$ cat src/rtl/alu_pkg.sv
// Shared ALU opcodes, operand-select encodings and RV32I opcode constants.
// Imported by the decode/issue stage and the execute-stage ALU.
package alu_pkg;

  localparam logic [3:0] ALU_ADD  = 4'b0000;
  localparam logic [3:0] ALU_SUB  = 4'b0001;
  localparam logic [3:0] ALU_AND  = 4'b0010;
  localparam logic [3:0] ALU_OR   = 4'b0011;
  localparam logic [3:0] ALU_XOR  = 4'b0100;
  localparam logic [3:0] ALU_SLL  = 4'b0101;
  localparam logic [3:0] ALU_SRL  = 4'b0110;
  localparam logic [3:0] ALU_SRA  = 4'b0111;
  localparam logic [3:0] ALU_SLT  = 4'b1000;
  localparam logic [3:0] ALU_SLTU = 4'b1001;

  localparam logic [1:0] SRC_A_RS1  = 2'd0;
  localparam logic [1:0] SRC_A_PC   = 2'd1;
  localparam logic [1:0] SRC_A_ZERO = 2'd2;
  localparam logic [1:0] SRC_B_RS2  = 2'd0;
  localparam logic [1:0] SRC_B_IMM  = 2'd1;
  localparam logic [1:0] SRC_B_FOUR = 2'd2;

  localparam logic [6:0] OP_R      = 7'b0110011;
  localparam logic [6:0] OP_IMM    = 7'b0010011;
  localparam logic [6:0] OP_LOAD   = 7'b0000011;
  localparam logic [6:0] OP_STORE  = 7'b0100011;
  localparam logic [6:0] OP_BRANCH = 7'b1100011;
  localparam logic [6:0] OP_LUI    = 7'b0110111;
  localparam logic [6:0] OP_AUIPC  = 7'b0010111;
  localparam logic [6:0] OP_JAL    = 7'b1101111;
  localparam logic [6:0] OP_JALR   = 7'b1100111;

  localparam logic [6:0] F7_BASE = 7'h00;
  localparam logic [6:0] F7_ALT  = 7'h20;

  typedef struct packed {
    logic [3:0] alu_ctrl;
    logic [1:0] src_a_sel;
    logic [1:0] src_b_sel;
    logic       is_branch;
    logic [2:0] branch_f3;
  } dec_t;

  // Base funct3 map shared by R-type and I-ALU; funct7 variants are applied by the caller.
  function automatic logic [3:0] funct3_alu(input logic [2:0] f3);
    case (f3)
      3'b000:  return ALU_ADD;
      3'b001:  return ALU_SLL;
      3'b010:  return ALU_SLT;
      3'b011:  return ALU_SLTU;
      3'b100:  return ALU_XOR;
      3'b101:  return ALU_SRL;
      3'b110:  return ALU_OR;
      default: return ALU_AND;
    endcase
  endfunction

endpackage

$ cat src/rtl/alu_op_decode.sv
// Combinational RV32I decode of opcode/funct3/funct7 into the ALU bundle and an illegal flag.
// Zero latency; no flow control.
module alu_op_decode
  import alu_pkg::*;
(
  input  logic [31:0] instr,
  output dec_t        bundle,
  output logic        illegal
);

  logic [6:0] opcode;
  logic [2:0] funct3;
  logic [6:0] funct7;
  logic       unused_fields;

  assign opcode = instr[6:0];
  assign funct3 = instr[14:12];
  assign funct7 = instr[31:25];
  assign unused_fields = ^{instr[24:15], instr[11:7]};

  always_comb begin
    bundle           = '0;
    bundle.alu_ctrl  = ALU_ADD;
    bundle.src_a_sel = SRC_A_RS1;
    bundle.src_b_sel = SRC_B_RS2;
    illegal          = 1'b0;
    case (opcode)
      OP_R: begin
        bundle.alu_ctrl = funct3_alu(funct3);
        if (funct7 == F7_ALT && funct3 == 3'b000) bundle.alu_ctrl = ALU_SUB;
        else if (funct7 == F7_ALT && funct3 == 3'b101) bundle.alu_ctrl = ALU_SRA;
        else if (funct7 != F7_BASE) illegal = 1'b1;
      end
      OP_IMM: begin
        bundle.alu_ctrl  = funct3_alu(funct3);
        bundle.src_b_sel = SRC_B_IMM;
        if (funct3 == 3'b001 && funct7 != F7_BASE) illegal = 1'b1;
        if (funct3 == 3'b101) begin
          if (funct7 == F7_ALT) bundle.alu_ctrl = ALU_SRA;
          else if (funct7 != F7_BASE) illegal = 1'b1;
        end
      end
      OP_LOAD, OP_STORE: bundle.src_b_sel = SRC_B_IMM;
      OP_BRANCH: begin
        bundle.is_branch = 1'b1;
        case (funct3)
          3'b000, 3'b001: bundle.alu_ctrl = ALU_SUB;
          3'b100, 3'b101: bundle.alu_ctrl = ALU_SLT;
          3'b110, 3'b111: bundle.alu_ctrl = ALU_SLTU;
          default:        illegal = 1'b1;
        endcase
      end
      OP_LUI: begin
        bundle.src_a_sel = SRC_A_ZERO;
        bundle.src_b_sel = SRC_B_IMM;
      end
      OP_AUIPC: begin
        bundle.src_a_sel = SRC_A_PC;
        bundle.src_b_sel = SRC_B_IMM;
      end
      OP_JAL, OP_JALR: begin
        bundle.src_a_sel = SRC_A_PC;
        bundle.src_b_sel = SRC_B_FOUR;
      end
      default: illegal = 1'b1;
    endcase
    // Illegal encodings collapse to a harmless ADD rs1,rs2 so execute never sees stray controls.
    if (illegal) begin
      bundle.alu_ctrl  = ALU_ADD;
      bundle.src_a_sel = SRC_A_RS1;
      bundle.src_b_sel = SRC_B_RS2;
      bundle.is_branch = 1'b0;
    end
    bundle.branch_f3 = funct3;
  end

endmodule

$ cat src/rtl/alu_op_issue.sv
// ID/EX register for the decoded ALU bundle: one-cycle latency, stall holds, flush kills (flush wins).
// ALU_ILLEGAL_TRAP_EN: illegal instructions issue with ex_illegal=1 instead of becoming bubbles.
module alu_op_issue
  import alu_pkg::*;
#(
  parameter int XLEN = 32
) (
  input  logic            clk,
  input  logic            rst,
  input  logic            id_valid,
  input  logic [31:0]     id_instr,
  input  logic [XLEN-1:0] id_pc,
  input  logic [XLEN-1:0] id_imm,
  input  logic            stall,
  input  logic            flush,
  output logic            id_ready,
  output logic            ex_valid,
  output logic [3:0]      ex_alu_ctrl,
  output logic [1:0]      ex_src_a_sel,
  output logic [1:0]      ex_src_b_sel,
  output logic            ex_is_branch,
  output logic [2:0]      ex_branch_f3,
  output logic            ex_illegal,
  output logic [XLEN-1:0] ex_pc,
  output logic [XLEN-1:0] ex_imm
);

  dec_t bundle;
  logic illegal;
  logic load_valid;
  logic load_illegal;

  alu_op_decode u_decode (
    .instr   (id_instr),
    .bundle  (bundle),
    .illegal (illegal)
  );

  assign id_ready = ~stall;

`ifdef ALU_ILLEGAL_TRAP_EN
  assign load_valid   = id_valid;
  assign load_illegal = id_valid & illegal;
`else
  assign load_valid   = id_valid & ~illegal;
  assign load_illegal = 1'b0;
`endif

  always_ff @(posedge clk or posedge rst) begin
    if (rst) begin
      ex_valid     <= 1'b0;
      ex_alu_ctrl  <= ALU_ADD;
      ex_src_a_sel <= SRC_A_RS1;
      ex_src_b_sel <= SRC_B_RS2;
      ex_is_branch <= 1'b0;
      ex_branch_f3 <= 3'b000;
      ex_illegal   <= 1'b0;
      ex_pc        <= '0;
      ex_imm       <= '0;
    end else if (flush) begin
      ex_valid   <= 1'b0;
      ex_illegal <= 1'b0;
    end else if (!stall) begin
      // Payload loads even for bubbles; consumers qualify on ex_valid.
      ex_valid     <= load_valid;
      ex_illegal   <= load_illegal;
      ex_alu_ctrl  <= bundle.alu_ctrl;
      ex_src_a_sel <= bundle.src_a_sel;
      ex_src_b_sel <= bundle.src_b_sel;
      ex_is_branch <= bundle.is_branch;
      ex_branch_f3 <= bundle.branch_f3;
      ex_pc        <= id_pc;
      ex_imm       <= id_imm;
    end
  end

endmodule

$ cat config.mk
export PLATFORM = sky130hd
export DESIGN_NAME = alu_op_issue
export DESIGN_NICKNAME = d
export VERILOG_FILES = /design/src/rtl/alu_pkg.sv /design/src/rtl/alu_op_decode.sv /design/src/rtl/alu_op_issue.sv
export SDC_FILE = /design/constraint.sdc
export NUM_CORES = 1
export LEC_CHECK = 0
export BUFFER_PORTS_ARGS = -buffer_cell sky130_fd_sc_hd__clkbuf_2
export CORE_UTILIZATION = 40
export CTS_CLUSTER_DIAMETER = 40
export DETAILED_ROUTE_END_ITERATION = 8
export PLACE_DENSITY = 0.75
export SLEW_MARGIN = 5
export SYNTH_ARGS = -nofsm -noshare
export SYNTH_HDL_FRONTEND = slang
export SYNTH_SLANG_ARGS = --single-unit
$ cat constraint.sdc
create_clock -name clk -period 2.07 [get_ports clk]
set_input_delay 0.207 -clock clk [delete_from_list [all_inputs] [get_ports clk]]
set_output_delay 0.207 -clock clk [all_outputs]
set_load 0.02 [all_outputs]
==> run metrics, run 1 <==
Final Core Density 55.67%; full die area 0.008348 mm²; DR WL/cell 12.38 µm; Fmax 0.7151 GHz; top post-synthesis cells by area dfrtp_1, nand2_1, clkbuf_1; htree depth 3; Post-CTS Setup Inserts 0; Initial Utilization 41.34%; Remaining DRCs 0; synth unique cells 38; net count reported at finish 625; Area Growth Syn to Fin 34.67%; crit path max fanout 7; # port buffers 163; number of flops mapped to enable cells by yosys 0; RSZ-0062 raised after global routing false; CTS Sinks 77; CTS Root Cell clkbuf_8; Total Routing Usage GR 19.88%; grt ovf 0; setup TNS 0 ns; layout cell share with drive strength beyond 1 36.29%; Required @ worst endpoint 2.29 ns; detailed placement HPWL 5764 µm; ys flop type dfrtp_1; vias 2951; Syn. warnings 0; pre-CTS setup slack 0.3072 ns; later-pin clock latency in the skew report 0.34 ns; cell row count 32; Mapped Avg Cell Area 8.800 µm²; initial antenna violation count 0; period utilization 67.56%; post-DR vias/cell 4.677; CP max stage cell or4b_1; die width 91.37 µm; CP cell instances clkbuf_2, nand3b_1, or4b_1, nand3_1, o21ai_0; largest net degree at the start of global routing 47; maxcap violations 0; fin crit period 1.398 ns; Die Span Y 91.37 µm; first-pass GRT wire length 13100 µm; RD Place Congestion 0.9156; Post-synth ARST share 100.0%; most frequent cell after synthesis nand2_1; Synth top cells by count nand2_1, dfrtp_1, clkbuf_1, o21ai_0, o31ai_1; power density cells 820.4 mW/mm²; CTS Buf Count 9; Synth area leader dfrtp_1; vias in the first global route 2934; kind of critical path primary input to register; endpoint type of the worst setup path register; post-synth top area share 60.32%; Syn Inst Count 363; Hold Vio Cnt, Final 0; Reg clk slew, reported paths 0.09 ns; setup violators final 0; register area share after synthesis 60.32%; maximum VDD drop 373.4 µV; max_slew headroom 49.02%; Pleak 0.002442 µW; status finished, final reports clean; CP peak stage delay 0.60 ns; Startpoint Class primary input; router iterations before antenna repair 4; Cell Area, Synth 0.003194 mm²; setup ws final 0.6716 ns; area of the core 0.007727 mm²; DRT iter0 DRCs 106; CTS tree done; Max Root-Sink Buffers 2; ANT nets after route 0; skew final 0 ns; crit path DAT 1.61 ns; Yosys reg bits 77; min-delay worst type primary input to register; syn_nets 464; num ports 180; n_diodes 0; drt total wl 7812 µm; max-slew violation count 0; actual slew at the worst max-slew pin 0.7630 ns
through the flow:
step / std cells / total power, µW / hold slack [ns] / cell area, µm²
floorplan: 363 / 2211 / 0.3124 / 3198
global placement: 614 / 2511 / 0.3701 / 4114
detailed placement: 614 / 2536 / 0.3620 / 4114
CTS: 631 / 3567 / 0.03016 / 4302
global route: 631 / 3715 / 0.03242 / 4302
finish: 631 / 3529 / 0.04084 / 4302
registers in the layout (all words and copies together) (netlist names):
name,count
ex_valid,1
ex_alu_ctrl,4
ex_pc,32
ex_branch_f3,3
ex_is_branch,1
ex_src_a_sel,2
ex_src_b_sel,2
ex_imm,32
kinds of logic (layout without fill, tap and decap cells):
family	after synthesis	in the layout	share of synthesized area [%]
AOI/OAI and AO/OA	25	25	5.444
xor gates and xnor gates	1	1	0.2742
other	1	1	0.1174
and+or+nand+nor	236	236	30.71
buffers and inverters	23	189	3.134
DFF	77	77	60.32
cells in the final DEF, fill, tap and decap left out, types with 2 or more instances in the layout:
cell type / instances
nand2_1: 207
clkbuf_2: 163
dfrtp_1: 77
clkbuf_8: 10
o21ai_0: 9
o31ai_1: 5
nand3b_1: 4
clkinvlp_4: 4
buf_4: 4
inv_1: 3
nor2b_1: 3
nor4_1: 3
nand4_1: 3
or2_2: 2
a211oi_1: 2
nor2_1: 2
o211ai_1: 2
path summary, 6_finish.rpt:
path / from / endpoint / slack [ns] / depth (start not counted)
worst min-delay path: id_pc[29] / ex_pc[29]$_DFFE_PP0P_ / 0.04 / 3
worst max-delay path: id_instr[2] / ex_src_a_sel[0]$_DFFE_PP0P_ / 0.67 / 5
worst min register to register: ex_imm[24]$_DFFE_PP0P_ / ex_imm[24]$_DFFE_PP0P_ / 0.48 / 2
max in group asynchronous: rst / ex_imm[31]$_DFFE_PP0P_ / 0.86 / 4
min in group asynchronous: rst / ex_pc[14]$_DFFE_PP0P_ / 0.53 / 3
worst max register to register: ex_alu_ctrl[0]$_DFFE_PP0P_ / ex_alu_ctrl[0]$_DFFE_PP0P_ / 1.08 / 3
layer usage:
| layer | track usage (%) | up-vias | part of all wire [%] |
|---|---|---|---|
| met5 | 0 | - | 0 |
| met4 | 7.937 | 0 | 2.0 |
| met3 | 5.444 | 17 | 6.1 |
| met2 | 32.83 | 106 | 47 |
| met1 | 24.71 | 1361 | 44 |
| li1 | - | 1467 | - |
area by class of cell:
| cell class | count | area, µm² |
|---|---|---|
| clock buffer | 11 | 141.4 |
| clock inverter | 5 | 36.28 |
| fill | 732 | 3426 |
| inverter | 4 | 18.77 |
| multi-input combinational | 263 | 1175 |
| sequential | 77 | 1927 |
| tap | 102 | 127.6 |
| timing repair buffer | 169 | 875.8 |
what timing repair did:
action,in CTS,in global routing
endpoints found under the hold margin,19,0
hold buffers,1,0
gates resized for setup,0,0
critical path: cells and delay by family:
kind / cells / cell delay (ns)
buf+inv: 1 / 0.14
simple gates: 3 / 1.13
compound gates: 1 / 0.13
power by group:
part | internal (µW) | switching, µW | leakage (µW) | total, µW
registers | 1670 | 87.2 | 0.000968 | 1750
logic | 256 | 488 | 0.00139 | 744
clock network | 468 | 562 | 0.0000815 | 1030
total | 2390 | 1140 | 0.00244 | 3530
Note: power is estimated with default switching activity, not from simulation.
==> inputs of run 2 (changes only) <==
- clock period: 2.07 -> 1.23 ns (I/O delays scaled with it)
==> run metrics, run 2 (same netlist as run 1, synthesis figures left out) <==
status finished, final reports clean; R2R Path Start ex_alu_ctrl[0]$_DFFE_PP0P_; placed cell count 634; CTS tree done; hold path start id_imm[4]; Design Power 6335 µW; endpoint type of the worst setup path register; Total Routing Usage GR 24.20%; layout cell share with drive strength beyond 1 35.19%; # port buffers 163; later-pin clock latency in the skew report 0.33 ns; maxcap violations 0; CTS Sinks 77; CTS Buf Count 9; kind of critical path primary input to register; num ports 180; min-delay worst type primary input to register; DRT iter0 DRCs 130; Pleak 0.002824 µW; detailed placement HPWL 5934 µm; max-slew violation count 0; skew final 0 ns; actual slew at the worst max-slew pin 0.5179 ns; most common cell after layout, fill and taps aside nand2_1; router iterations before antenna repair 4; post-DR vias/cell 4.749; area of the core 0.007727 mm²; ANT nets after route 0; net count reported at finish 707; CP max stage cell or3b_2; fin crit period 1.201 ns; period utilization 97.68%; initial antenna violation count 0; crit path DAT 1.40 ns; largest net degree at the start of global routing 78; Hold Vio Cnt, Final 0; worst setup path start id_instr[6]; Startpoint Class primary input; Reg clk slew, reported paths 0.08 ns; highest-count cells in the layout ignoring fill and taps nand2_1, clkbuf_2, dfrtp_1, dlygate4sd3_1, buf_4; Area Growth Syn to Fin 60.87%; DR WL/cell 13.35 µm; Max Root-Sink Buffers 2; Required @ worst endpoint 1.43 ns; RD Place Congestion 0.8063; Fmax 0.8323 GHz; cell row count 32; first-pass GRT wire length 15950 µm; CP cell instances clkbuf_2, or3b_2, nor4_2, o21ai_0; leading registers by flop count ex_imm: 32 flops, ex_pc: 32 flops, ex_alu_ctrl: 4 flops; setup violators final 0; RSZ-0062 raised after global routing true; Final Core Density 66.50%; vias 3386; CP peak stage delay 0.52 ns; power density cells 1233 mW/mm²; full die area 0.008348 mm²; maximum VDD drop 840.3 µV; Remaining DRCs 0; htree depth 3; Post-Layout Cell Count 713; Initial Utilization 41.34%; crit path max fanout 5; die width 91.37 µm; CTS Root Cell clkbuf_8; Die Span Y 91.37 µm; drt total wl 9520 µm; vias in the first global route 3539; grt ovf 0; n_diodes 0; max_slew headroom 65.48%
[run 2: worst paths after layout]
check | cells past startpoint | slack (ns) | to
worst max-delay path | 4 | 0.03 | ex_valid$_DFFE_PP0P_
worst min-delay path | 3 | 0.01 | ex_imm[4]$_DFFE_PP0P_
worst max register to register | 3 | 0.17 | ex_alu_ctrl[0]$_DFFE_PP0P_
worst min register to register | 2 | 0.48 | ex_imm[0]$_DFFE_PP0P_
max in group asynchronous | 4 | 0.47 | ex_pc[23]$_DFFE_PP0P_
min in group asynchronous | 4 | 0.44 | ex_pc[29]$_DFFE_PP0P_
[run 2: power by group]
part | internal [µW] | total [µW] | switching (µW)
clock network | 948 | 1880 | 931
logic | 605 | 1500 | 892
registers | 2810 | 2960 | 153
[run 2: metal layers]
metal  vias to the layer above  GRT usage [%]  wire length (µm)
li1                       1636              -                 -
met1                      1565          28.34              3828
met2                       160          42.80              4798
met3                        25          5.528               651
met4                         0          9.656               242
met5                         -              0                 0
[run 2: final cells by class]
type	instances	area [µm²]
multi-input combinational	263	1214
sequential	77	1927
tap	102	127.6
clock inverter	5	61.31
clock buffer	11	131.4
fill	593	2589
timing repair buffer	251	1659
inverter	4	18.77
[run 2: stage by stage]
stage | TNS [ns] | setup slack [ns] | hold WS (ns) | cell area, µm²
final | 0 | 0.02855 | 0.01016 | 5139
after floorplan | -0.7849 | -0.1734 | 0.2284 | 3253
after global routing | -0.1060 | -0.05175 | 0.01484 | 5139
after detailed placement | -2.429 | -0.3407 | 0.2711 | 4312
after CTS | 0 | 0.01361 | 0.00004491 | 5135
after global placement | -1.909 | -0.2799 | 0.2619 | 4312
[run 2: worst max-delay path, delay by kind of cell]
family | cells | cell delay (ns)
AO/OA/AOI/OAI | 1 | 0.17
AND/OR/NAND/NOR | 2 | 0.99
buffers and inverters | 1 | 0.12
[run 2: repair_timing]
item / CTS / global route
hold endpoints to repair: 139 / 0
buffers inserted: 0 / 0
endpoints found under the setup margin: 0 / 5
hold buffers: 63 / 0
resized for setup: 0 / 2
==> inputs of run 3 (changes only) <==
- BUFFER_PORTS_ARGS: -buffer_cell sky130_fd_sc_hd__clkbuf_2 -> -buffer_cell sky130_fd_sc_hd__buf_2
- CELL_PAD_IN_SITES_DETAIL_PLACEMENT: unset -> 0
- CELL_PAD_IN_SITES_GLOBAL_PLACEMENT: unset -> 2
- CORE_ASPECT_RATIO: unset -> 0.5
- CORE_UTILIZATION: 40 -> 21
- PLACE_DENSITY: 0.75 -> 0.74
==> run metrics, run 3 (same netlist as run 1, synthesis figures left out) <==
first-pass GRT wire length 15750 µm; post-DR vias/cell 4.000; vias in the first global route 3130; endpoint type of the worst setup path register; DR WL/cell 12.10 µm; Die Span Y 89.21 µm; # port buffers 163; max-slew violation count 0; min-delay worst type primary input to register; register area 0.001927 mm²; grt ovf 0; final instance area 0.005508 mm²; WHS 0.08476 ns; maxcap violations 0; n_diodes 0; Startpoint Class primary input; layout cell share with drive strength beyond 1 35.55%; Post-CTS Setup Inserts 0; Fmax 0.8350 GHz; actual slew at the worst max-slew pin 0.6435 ns; Area Growth Syn to Fin 72.42%; CTS Buf Count 9; power density cells 1382 mW/mm²; detailed placement HPWL 7072 µm; full die area 0.01574 mm²; router iterations before antenna repair 4; fin crit period 1.198 ns; Required @ worst endpoint 1.47 ns; highest-count cells in the layout ignoring fill and taps nand2_1, buf_2, dfrtp_1, dlygate4sd3_1, buf_4; maximum VDD drop 744.8 µV; area of the core 0.01466 mm²; Fill cells 1547; skew final 0 ns; status finished, final reports clean; Pleak 0.002933 µW; drt total wl 9846 µm; Initial Utilization 21.79%; num ports 180; DRT iter0 DRCs 119; Reg clk slew, reported paths 0.06 ns; crit path DAT 1.43 ns; RD Place Congestion 0.7086; ANT nets after route 0; kind of critical path primary input to register; Final Core Density 37.57%; max_slew headroom 57.10%; Hold Vio Cnt, Final 0; Remaining DRCs 0; htree depth 3; initial antenna violation count 0; setup violators final 0; largest net degree at the start of global routing 61; CTS Root Cell clkbuf_16; later-pin clock latency in the skew report 0.33 ns; leading registers by flop count ex_imm: 32 flops, ex_pc: 32 flops, ex_alu_ctrl: 4 flops; CTS Sinks 77; multi-input logic area 0.001234 mm²; cell row count 31; Design Power 7612 µW; period utilization 97.36%; RSZ-0062 raised after global routing true; most common cell after layout, fill and taps aside nand2_1; vias 3256; net count reported at finish 712; placed cell areas 0.004467 mm²; Max Root-Sink Buffers 2; crit path max fanout 5; Total Routing Usage GR 12.86%; CTS tree done; die width 176.4 µm
## run 3: changes by cell type in the layout (fill, tap and decap cells not counted), moves of 2 or more
cell	change
clkbuf_2	-163
clkbuf_16	+9
buf_2	+162
buf_4	+2
bufinv_16	+2
clkinv_4	-3
dlygate4sd3_1	+2
clkbuf_8	-6
## run 3: metal layers
| layer | GRT usage, % | part of all wire (%) | wire (µm) | vias up |
|---|---|---|---|---|
| met1 | 15.88 | 44 | 4297 | 1530 |
| met5 | 0 | 0 | 0 | - |
| met4 | 4.702 | 1.8 | 180 | 0 |
| met2 | 22.55 | 51 | 5064 | 59 |
| met3 | 2.721 | 3.1 | 303 | 16 |
| li1 | - | - | - | 1651 |
## run 3: path summary, 6_finish.rpt
check	start	end	cells past startpoint	slack, ns
min in group asynchronous	rst	ex_pc[21]$_DFFE_PP0P_	4	0.44
worst min-delay path	id_valid	ex_valid$_DFFE_PP0P_	3	0.08
max in group asynchronous	rst	ex_alu_ctrl[3]$_DFFE_PP0P_	4	0.46
worst max register to register	ex_alu_ctrl[0]$_DFFE_PP0P_	ex_alu_ctrl[0]$_DFFE_PP0P_	3	0.23
worst min register to register	ex_pc[13]$_DFFE_PP0P_	ex_pc[13]$_DFFE_PP0P_	2	0.46
worst max-delay path	id_instr[26]	ex_alu_ctrl[2]$_DFFE_PP0P_	5	0.03
## run 3: worst max-delay path, stage by stage
cell	delay, ns
buf_6	0.09
or4_4	0.55
a311oi_4	0.36
nor4_4	0.10
o31ai_1	0.20
## run 3: metrics by stage
stage                     cells   TNS, ns  worst slack, ns
after global placement      733    -2.968          -0.3283
after floorplan             363   -0.7849          -0.1734
after global routing        814  -0.07132         -0.02907
after CTS                   814         0         0.002039
final                       814         0          0.03243
after detailed placement    733    -3.398          -0.3539
## run 3: power by group
| part | leakage, µW | switching [µW] | internal [µW] |
|---|---|---|---|
| registers | 0.000968 | 127 | 2810 |
| logic | 0.00179 | 897 | 629 |
| clock network | 0.000176 | 999 | 2150 |
| total | 0.00293 | 2020 | 5590 |
## run 3: what timing repair did
item | CTS | global route
hold buffers | 65 | 0
resized for setup | 0 | 4
hold endpoints to repair | 141 | 0
endpoints found under the setup margin | 0 | 4
## run 3: final cells by class
type / count / area share (%)
timing repair buffer: 256 / 31.24
clock buffer: 13 / 4.907
multi-input combinational: 263 / 22.40
inverter: 4 / 0.3408
tap: 198 / 4.498
clock inverter: 3 / 1.636
sequential: 77 / 34.98
